File: src/rtl/branch_predictor_if.sv
// Pipeline-to-predictor signal bundle: ID lookup, ID/EXE register control, EXE resolution, results.
// Latency: none (wires only).
// Backpressure: none; the pipeline stalls through id_ex_en and flushes through id_ex_flush.
//
// Ports (master = pipeline side, slave = predictor side):
//   id_pc/id_branch        ID-stage PC and branch class (00 none, 01 conditional, 1x jump)
//   id_ex_en/id_ex_flush   ID/EXE register advance / bubble load
//   ex_pc/ex_branch/ex_taken  EXE-stage PC, branch class and resolved direction
//   prediction/misprediction/ex_pred  predictor results
//   br_cnt/mp_cnt          saturating statistics
interface branch_predictor_if;
  logic [31:0] id_pc;
  logic [1:0]  id_branch;
  logic        id_ex_en;
  logic        id_ex_flush;
  logic [31:0] ex_pc;
  logic [1:0]  ex_branch;
  logic        ex_taken;
  logic        prediction;
  logic        misprediction;
  logic        ex_pred;
  logic [31:0] br_cnt;
  logic [31:0] mp_cnt;

  modport master (
    output id_pc, id_branch, id_ex_en, id_ex_flush, ex_pc, ex_branch, ex_taken,
    input  prediction, misprediction, ex_pred, br_cnt, mp_cnt
  );

  modport slave (
    input  id_pc, id_branch, id_ex_en, id_ex_flush, ex_pc, ex_branch, ex_taken,
    output prediction, misprediction, ex_pred, br_cnt, mp_cnt
  );
endinterface

File: src/rtl/branch_predictor.sv
// Bimodal branch predictor: 2-bit saturating counter table indexed by pc[IDX_W+1:2], plus stats.
// Latency: prediction/misprediction combinational; ex_pred, table training and stats update on the edge.
// Backpressure: ex_pred holds when id_ex_en is low; id_ex_flush loads a bubble (priority over enable).
//
// Ports:
//   clk    rising-edge clock
//   rst_n  asynchronous active-low reset (table -> INIT_CTR, ex_pred/stats -> 0)
//   bp     branch_predictor_if.slave bundle (see interface header for signal list)
module branch_predictor #(
  parameter int         IDX_W    = 6,
  parameter logic [1:0] INIT_CTR = 2'b01
) (
  input  logic                clk,
  input  logic                rst_n,
  branch_predictor_if.slave   bp
);

  localparam int ENTRIES = 1 << IDX_W;
  localparam logic [31:0] CNT_MAX = 32'hFFFF_FFFF;

  // Counter table and registered state
  logic [1:0]  bht_q [ENTRIES];
  logic [1:0]  bht_d [ENTRIES];
  logic        ex_pred_q, ex_pred_d;
  logic [31:0] br_cnt_q, br_cnt_d;
  logic [31:0] mp_cnt_q, mp_cnt_d;

  // Decoded lookup / resolution terms
  logic [IDX_W-1:0] idx_id;
  logic [IDX_W-1:0] idx_ex;
  logic             id_cond;
  logic             ex_cond;
  logic             prediction;
  logic             misprediction;
  logic [1:0]       ex_ctr;

  assign idx_id  = bp.id_pc[IDX_W+1:2];
  assign idx_ex  = bp.ex_pc[IDX_W+1:2];
  assign id_cond = (bp.id_branch == 2'b01);
  assign ex_cond = (bp.ex_branch == 2'b01);
  assign ex_ctr  = bht_q[idx_ex];

  // The lookup reads the registered table, so a same-cycle training write to
  // the same index is only visible from the next cycle on (no bypass).
  assign prediction    = id_cond & bht_q[idx_id][1];
  assign misprediction = ex_cond & (bp.ex_taken != ex_pred_q);

  // Byte-offset bits and PC bits above the index do not take part in lookup;
  // aliasing between PCs sharing index bits is accepted.
  logic unused_pc_bits;
  assign unused_pc_bits = ^{bp.id_pc[31:IDX_W+2], bp.id_pc[1:0],
                            bp.ex_pc[31:IDX_W+2], bp.ex_pc[1:0]};

  always_comb begin
    bht_d     = bht_q;
    ex_pred_d = ex_pred_q;
    br_cnt_d  = br_cnt_q;
    mp_cnt_d  = mp_cnt_q;

    // Training happens on every resolved conditional branch, independent of
    // whether the ID/EXE register is stalled or flushed this cycle.
    if (ex_cond) begin
      if (bp.ex_taken) begin
        if (ex_ctr != 2'b11) begin
          bht_d[idx_ex] = ex_ctr + 2'd1;
        end
      end else begin
        if (ex_ctr != 2'b00) begin
          bht_d[idx_ex] = ex_ctr - 2'd1;
        end
      end
    end

    // Flush wins over enable so a squashed slot never carries a stale prediction.
    if (bp.id_ex_flush) begin
      ex_pred_d = 1'b0;
    end else if (bp.id_ex_en) begin
      ex_pred_d = prediction;
    end

    // Statistics stick at all-ones rather than wrapping.
    if (ex_cond && (br_cnt_q != CNT_MAX)) begin
      br_cnt_d = br_cnt_q + 32'd1;
    end
    if (misprediction && (mp_cnt_q != CNT_MAX)) begin
      mp_cnt_d = mp_cnt_q + 32'd1;
    end
  end

  always_ff @(posedge clk or negedge rst_n) begin
    if (!rst_n) begin
      for (int i = 0; i < ENTRIES; i++) begin
        bht_q[i] <= INIT_CTR;
      end
      ex_pred_q <= 1'b0;
      br_cnt_q  <= 32'd0;
      mp_cnt_q  <= 32'd0;
    end else begin
      bht_q     <= bht_d;
      ex_pred_q <= ex_pred_d;
      br_cnt_q  <= br_cnt_d;
      mp_cnt_q  <= mp_cnt_d;
    end
  end

  assign bp.prediction    = prediction;
  assign bp.misprediction = misprediction;
  assign bp.ex_pred       = ex_pred_q;
  assign bp.br_cnt        = br_cnt_q;
  assign bp.mp_cnt        = mp_cnt_q;

endmodule

File: src/flat_wrapper.sv
// flat-port wrapper written by rule: the top's interface ports become plain ports
module branch_predictor_flat 
#(
  parameter int         IDX_W    = 6,
  parameter logic [1:0] INIT_CTR = 2'b01
)
  (clk, rst_n, bp_id_pc, bp_id_branch, bp_id_ex_en, bp_id_ex_flush, bp_ex_pc, bp_ex_branch, bp_ex_taken, bp_prediction, bp_misprediction, bp_ex_pred, bp_br_cnt, bp_mp_cnt);
  branch_predictor_if bp_i ();
  input  logic clk;
  input  logic rst_n;
  input wire logic [$bits(bp_i.id_pc)-1:0] bp_id_pc;
  input wire logic [$bits(bp_i.id_branch)-1:0] bp_id_branch;
  input wire logic [$bits(bp_i.id_ex_en)-1:0] bp_id_ex_en;
  input wire logic [$bits(bp_i.id_ex_flush)-1:0] bp_id_ex_flush;
  input wire logic [$bits(bp_i.ex_pc)-1:0] bp_ex_pc;
  input wire logic [$bits(bp_i.ex_branch)-1:0] bp_ex_branch;
  input wire logic [$bits(bp_i.ex_taken)-1:0] bp_ex_taken;
  output wire logic [$bits(bp_i.prediction)-1:0] bp_prediction;
  output wire logic [$bits(bp_i.misprediction)-1:0] bp_misprediction;
  output wire logic [$bits(bp_i.ex_pred)-1:0] bp_ex_pred;
  output wire logic [$bits(bp_i.br_cnt)-1:0] bp_br_cnt;
  output wire logic [$bits(bp_i.mp_cnt)-1:0] bp_mp_cnt;
  assign bp_i.id_pc = bp_id_pc;
  assign bp_i.id_branch = bp_id_branch;
  assign bp_i.id_ex_en = bp_id_ex_en;
  assign bp_i.id_ex_flush = bp_id_ex_flush;
  assign bp_i.ex_pc = bp_ex_pc;
  assign bp_i.ex_branch = bp_ex_branch;
  assign bp_i.ex_taken = bp_ex_taken;
  assign bp_prediction = bp_i.prediction;
  assign bp_misprediction = bp_i.misprediction;
  assign bp_ex_pred = bp_i.ex_pred;
  assign bp_br_cnt = bp_i.br_cnt;
  assign bp_mp_cnt = bp_i.mp_cnt;
  branch_predictor #(.IDX_W(IDX_W), .INIT_CTR(INIT_CTR)) u_core (.clk(clk), .rst_n(rst_n), .bp(bp_i));
endmodule
File: config.mk
export PLATFORM = sky130hd
export DESIGN_NAME = branch_predictor_flat
export DESIGN_NICKNAME = d
export VERILOG_FILES = /design/src/rtl/branch_predictor_if.sv /design/src/rtl/branch_predictor.sv /design/src/flat_wrapper.sv
export SDC_FILE = /design/constraint.sdc
export NUM_CORES = 1
export LEC_CHECK = 0
export ABC_AREA = 1
export ABC_CLOCK_PERIOD_IN_PS = 2600
export CELL_PAD_IN_SITES_DETAIL_PLACEMENT = 2
export CELL_PAD_IN_SITES_GLOBAL_PLACEMENT = 2
export CORE_MARGIN = 4
export CORE_UTILIZATION = 29
export DETAILED_ROUTE_END_ITERATION = 6
export HOLD_SLACK_MARGIN = 0.12
export PLACE_DENSITY_LB_ADDON = 0.08
export REMOVE_ABC_BUFFERS = 1
export SLEW_MARGIN = 20
export SYNTH_ARGS = -nofsm -noshare
export SYNTH_HDL_FRONTEND = slang
export SYNTH_SLANG_ARGS = --single-unit
export TNS_END_PERCENT = 50
File: constraint.sdc
create_clock -name clk -period 2.6 [get_ports clk]
set_input_delay 0.65 -clock clk [delete_from_list [all_inputs] [get_ports clk]]
set_output_delay 0.65 -clock clk [all_outputs]
set_load 0.005 [all_outputs]
==> flow_summary.toml, run 1 <==
[floorplanning]
ios = 140
die_w_um = 198.8
start_util = 0.2955
fp.dieH_um = 198.8
core_area_um2 = 35740
num_rows = 69
dieArea_um2 = 39540

[final_layout]
mostFrequentLayoutCells = "nand2_1 (485), nand3_1 (134), dfrtp_1 (129)"
layout-drive-gt1-share = 0.2595
final_nets = 1671
fin_area_um2 = 14380
final_common_cell = "nand2_1"
diodes = 0
final_util = 0.4022
synthToLayoutAreaGrowth_pct = 36.09
fillers = 4077

[logic_synthesis]
synthArstFlopShare = 1.000
ys_ff_latch = 193
syn_area_per_cell_um2 = 7.428
synth_seq_area_share = 0.4648
ys.flop_type = "dfrtp_1"
netlist_area_um2 = 10560
netlist_instances = 1422
synth.distinct_cells = 36
yosys_warnings = 0
synth-edff-count = 0

[global_route]
grt_pass1_wl_mm = 69.46
grt_usage = 0.2279
grt.overflow.total = 0
antenna_found_initial = 0
grt_max_degree = 65
first_global_vias = 11670

[routing]
drt_iter0_drc = 422
wl_per_cell_um = 21.23
drt_pass1_iterations = 4
remaining_drc_errors = 0
wirelength_mm = 43.89
viasPerCell = 5.064
ant_nets = 0
vias = 10470

[critical_path]
cp_cell_sequence = "buf_8 > buf_8 > buf_6 > nor3_4 > buf_12 > buf_12 > nand2_1 > nand4_1 > o21ai_2 > nand2_2 > nor2_4 > nand2_2 > inv_2 > ha_4 > inv_4 > nor2_4 > a211oi_4 > buf_6 > nand2_4 > buf_12 > nor2_4 > inv_2 > nand2_1 > o21ai_1"
critPathBufInv = 10
required_ps = 2940
critical_path.max_stage_delay_ps = 270
critPathKind = "primary input to register"
crit_path_end_kind = "register"
crit_arrival_ps = 3260
path_max_fanout = 8
critical_path.slowest_cell = "a211oi_4"
cpLargestDelayFamily = "buffers and inverters"
critPathLaunchType = "primary input"

[sta]
hold_viol_final = 0
worstMarginPinSlew_ps = 952.2
finalMaxSlewViolations = 0
timing.final.ws_setup_ps = -314.9
rsz0062_at_grt = "true"
setup_viol = 129
final_period_minus_worst_setup_slack_ps = 2915
max_slew_margin = 0.3652
fin_worst_skew_ps = 12.03
period_share = 1.121
timing.fmax_ghz = 0.3431

[flow_run]
maxCapViolations = 0

[clock_network]
clock_latency_ps = 460
root_buffer = "clkbuf_16"
cts_buffer_depth = 2
htreeDepth = 4
cts.sinks = 193
clk_pin_slew_ps = 80
cts_tree = "built"
cts-buffers-inserted = 17

[power_and_ir_drop]
power_mw = 7.770
power.switching_mw = 2.406
p_int_mw = 5.363
p_leak_nw = 6.109
ir_drop_v = 0.0004448
netSwitchingFraction = 0.3097
power_frac_seq = 0.457
pwr-share-comb = 0.183
power.share.clock = 0.360
powerDensity_nw_per_um2 = 540.5

[min_path]
hold_class = "primary input to async pin"

[place]
detailed_place.area_um2 = 12780
portBuffers = 87
gp_congestion = 0.8413
hpwl_mm = 30.63

[outcome]
outcome = "finished, violations left"
violations = "negative setup slack"
## routing by layer
metal | up-vias | part of all wire | global-route usage
met5 | - | 0 | 0
met4 | 0 | 0.016 | 0.05066
met3 | 32 | 0.026 | 0.03777
met2 | 127 | 0.49 | 0.3826
met1 | 5423 | 0.47 | 0.3105
li1 | 4890 | - | -
## through the flow
step	TNS (ps)	cells	setup WS (ps)	hold slack (ps)
2_1_floorplan	-278120	1372	-2881	354.4
3_3_place_gp	-159260	2024	-1372	455.2
3_5_place_dp	-171660	2024	-1442	458.3
4_1_cts	-25240	2070	-255.4	174.0
5_1_grt	-49290	2068	-443.4	176.5
6_report	-30370	2068	-314.9	161.7
## power groups by stage
stage / sequential, mW / clock [mW] / combinational, mW
3_5_place_dp: 3.60 / 0 / 1.31
3_3_place_gp: 3.60 / 0 / 1.27
5_1_grt: 3.59 / 3.03 / 1.57
6_report: 3.55 / 2.80 / 1.42
2_1_floorplan: 3.52 / 0 / 0.502
4_1_cts: 3.55 / 2.88 / 1.42
## logic make-up (layout without fill, tap and decap cells)
group | count (synthesis) | count (layout) | synth area share
AOI/OAI and AO/OA | 117 | 117 | 0.05864
xor gates and xnor gates | 59 | 59 | 0.04892
adders and majority gates | 4 | 4 | 0.004738
buffers and inverters | 175 | 360 | 0.07167
DFF | 193 | 193 | 0.4648
and+or+nand+nor | 874 | 874 | 0.3512
## path summary, 6_finish.rpt
kind                             start                       endpoint  slack [ps]  depth (start not counted)
max                        bp_ex_pc[4]  u_core.bht_q[117]$_DFFE_PN0P_        -310                         24
min                              rst_n   u_core.bht_q[45]$_DFFE_PN0P_         160                          1
max reg2reg                   register  u_core.bht_q[117]$_DFFE_PN0P_        -150                         21
min reg2reg                   register                       register         470                          2
max in group asynchronous        rst_n                      async pin        1670                          2
min in group clk              register                       register         470                          2
## cells in the mapped netlist (all sizes together), types with 2 or more instances
cell type | n | share of area
clkbuf | 19 | 0.0068
nor4 | 9 | 0.0059
nand3b | 2 | 0.0014
a22oi | 8 | 0.0057
xor2 | 39 | 0.032
xnor2 | 20 | 0.017
inv | 125 | 0.045
ha | 4 | 0.0047
o21ai | 92 | 0.044
nor2 | 132 | 0.047
nand3 | 152 | 0.077
dfstp | 64 | 0.16
buf | 31 | 0.020
or2 | 3 | 0.0018
nand4 | 31 | 0.018
nand2 | 517 | 0.18
dfrtp | 129 | 0.31
a21oi | 14 | 0.0066
nor3 | 27 | 0.014
## worst reg2reg max path: cells and delay by family, from the launching register on
family	cells	cell delay, ps
buf+inv	5	520
flops	1	560
compound gates	3	460
simple gates	12	950
fa+ha+maj	1	150
## timing repair
item,in CTS,in global routing
endpoints found under the setup margin,130,129
setup buffers,9,0
gates cloned,5,0
resized for setup,281,56
pin swaps,35,46
hold buffers,0,0
hold endpoints to repair,0,0
## layout make-up
type,count,area (um2),area share
flip-flops and latches,193,4910,0.3415
inverters,125,504.2,0.03508
multi-input cells,1054,5615,0.3906
well taps,461,576.8,0.04013
clock buffers,17,425.4,0.02959
clock inverters,15,167.7,0.01166
repair buffers,203,2176,0.1514
Note: power is estimated with default switching activity, not from simulation.
==> run 2: changes to the inputs <==
--- a/config.mk
+++ b/config.mk
@@ -6,14 +6,14 @@
 export NUM_CORES = 1
 export LEC_CHECK = 0
 export ABC_AREA = 1
-export ABC_CLOCK_PERIOD_IN_PS = 2600
+export ABC_CLOCK_PERIOD_IN_PS = 3300
 export CELL_PAD_IN_SITES_DETAIL_PLACEMENT = 2
 export CELL_PAD_IN_SITES_GLOBAL_PLACEMENT = 2
 export CORE_MARGIN = 4
-export CORE_UTILIZATION = 29
+export CORE_UTILIZATION = 32
 export DETAILED_ROUTE_END_ITERATION = 6
 export HOLD_SLACK_MARGIN = 0.12
-export PLACE_DENSITY_LB_ADDON = 0.08
+export PLACE_DENSITY = 0.89
 export REMOVE_ABC_BUFFERS = 1
 export SLEW_MARGIN = 20
 export SYNTH_ARGS = -nofsm -noshare
==> constraint.sdc (replaced) <==
create_clock -name clk -period 3.3 [get_ports clk]
set_input_delay 0.825 -clock clk [delete_from_list [all_inputs] [get_ports clk]]
set_output_delay 0.825 -clock clk [all_outputs]
set_load 0.005 [all_outputs]
==> run 2 against run 1 <==
The flow still finishes with violations (negative setup slack); combinational power fell by 13%; worst setup slack improved by 150 ps; clock skew increased by 16 ps.
==> flow_summary.toml, run 2 (synthesized netlist as in run 1, its figures left out) <==
[floorplanning]
ios = 140
core_area_um2 = 32540
start_util = 0.3246
dieArea_um2 = 35980
num_rows = 66
fp.dieH_um = 189.7
die_w_um = 189.7

[final_layout]
multi_input_area_um2 = 5562
layout-drive-gt1-share = 0.2329
layout.cells.non_filler = 2035
fillers = 3645
final_common_cell = "nand2_1"
seq_area_um2 = 4910
final_nets = 1657
diodes = 0
synthToLayoutAreaGrowth_pct = 33.53
mostFrequentLayoutCells = "nand2_1 (482), nand3_1 (137), dfrtp_1 (129)"

[sta]
worstMarginPinSlew_ps = 934.3
tns_ps = -3366
fin_worst_skew_ps = 28.30
final_period_minus_worst_setup_slack_ps = 3467
finalMaxSlewViolations = 0
rsz0062_at_grt = "true"
timing.final.ws_setup_ps = -166.6
max_slew_margin = 0.3765
hold_viol_final = 0
setup_viol = 67
timing.fmax_ghz = 0.2885
period_share = 1.050

[global_route]
first_global_vias = 12910
grt_max_degree = 77
grt_usage = 0.2981
grt_pass1_wl_mm = 82.10
grt.overflow.total = 0
antenna_found_initial = 0

[critical_path]
critPathKind = "primary input to register"
critPathLaunchType = "primary input"
r2r_slack_ps = 110
worstReg2RegEnd = "u_core.bht_q[75]$_DFFE_PN0P_"
startpoint = "bp_ex_pc[3]"
crit_arrival_ps = 3800
r2r_cells = 20
crit_end = "u_core.bht_q[75]$_DFFE_PN0P_"
required_ps = 3640
path_max_fanout = 8
crit_path_end_kind = "register"

[clock_network]
clock_latency_ps = 480
htreeDepth = 4
cts-buffers-inserted = 17
cts_buffer_depth = 2
clk_pin_slew_ps = 80
cts_tree = "built"
cts.sinks = 193
root_buffer = "clkbuf_16"
cts_hold_buf = 0

[routing]
wl_met1_mm = 22.88
drt_pass1_iterations = 5
wirelength_mm = 60.48
viasPerCell = 5.867
vias = 11940
route.top_layer_used = "met4"
route.met3.wl_mm = 3.844
wl_met2_mm = 29.58
remaining_drc_errors = 0
ant_nets = 0
wl_per_cell_um = 29.72
drt_iter0_drc = 1061

[power_and_ir_drop]
powerDensity_nw_per_um2 = 443.3
p_leak_nw = 5.987
ir_drop_v = 0.0003469
power_mw = 6.253

[min_path]
hold_class = "primary input to async pin"

[flow_run]
maxCapViolations = 0

[outcome]
outcome = "finished, violations left"
violations = "negative setup slack"

[place]
numPlacedInstances = 1986
portBuffers = 87
gp_congestion = 0.8631
hpwl_mm = 32.24
[run 2: worst min path at each step]
stage	from	end	slack, ps
floorplan	register	register	450
detailed placement	register	register	460
global route	rst_n	u_core.bp.br_cnt[13]$_DFFE_PN0P_	420
finish	rst_n	u_core.bp.br_cnt[16]$_DFFE_PN0P_	370
global placement	register	register	460
CTS	rst_n	u_core.bp.br_cnt[14]$_DFFE_PN0P_	420
[run 2: critical path, cell delays in order]
cell and delay [ps]:
buf_8 90, buf_6 120, clkinv_8 80, nor3_4 190
buf_6 180, buf_12 140, nand2_1 100, nand3_2 120
o21ai_1 100, nand2_1 150, nor2_4 70, nand2_4 90
inv_1 60, ha_2 190, inv_2 70, nor2_4 40
a211oi_4 220, buf_12 260, nand2_4 150, nor2_2 190
inv_1 130, nand2_1 90, o21ai_0 110
[run 2: power by group]
group	internal, mW	switching [mW]
Sequential	2.60	0.243
Clock	1.08	1.08
Combinational	0.468	0.772
Total	4.15	2.10
[run 2: what timing repair did]
item | 4_1_cts | 5_1_grt
pin swaps | 21 | 39
cloned | 1 | 3
setup buffers | 8 | 8
setup endpoints to repair | 129 | 130
gates resized for setup | 117 | 193
[run 2: final cells by class]
cell class | instances | share of cell area
Clock inverter | 12 | 0.007806
Multi-Input combinational cell | 1054 | 0.3943
Timing Repair Buffer | 189 | 0.1410
Sequential cell | 193 | 0.3481
Clock buffer | 20 | 0.03238
Tap cell | 442 | 0.03921
Inverter | 125 | 0.03717
[run 2: routing by layer]
metal	GRT usage	up-vias
li1	-	4854
met1	0.3541	6112
met2	0.5083	672
met3	0.05083	302
met4	0.1747	0
met5	0	-
[run 2: per-stage QoR]
stage	util	worst slack [ps]	hold WS (ps)	cell area, um2
floorplan	-	-2356	446.3	10280
global placement	0.3854	-971.2	455.1	12540
detailed placement	0.3854	-1209	460.4	12540
CTS	0.4135	1.055	417.3	13450
global route	0.4335	-237.2	421.4	14100
finish	0.4335	-166.6	374.0	14100
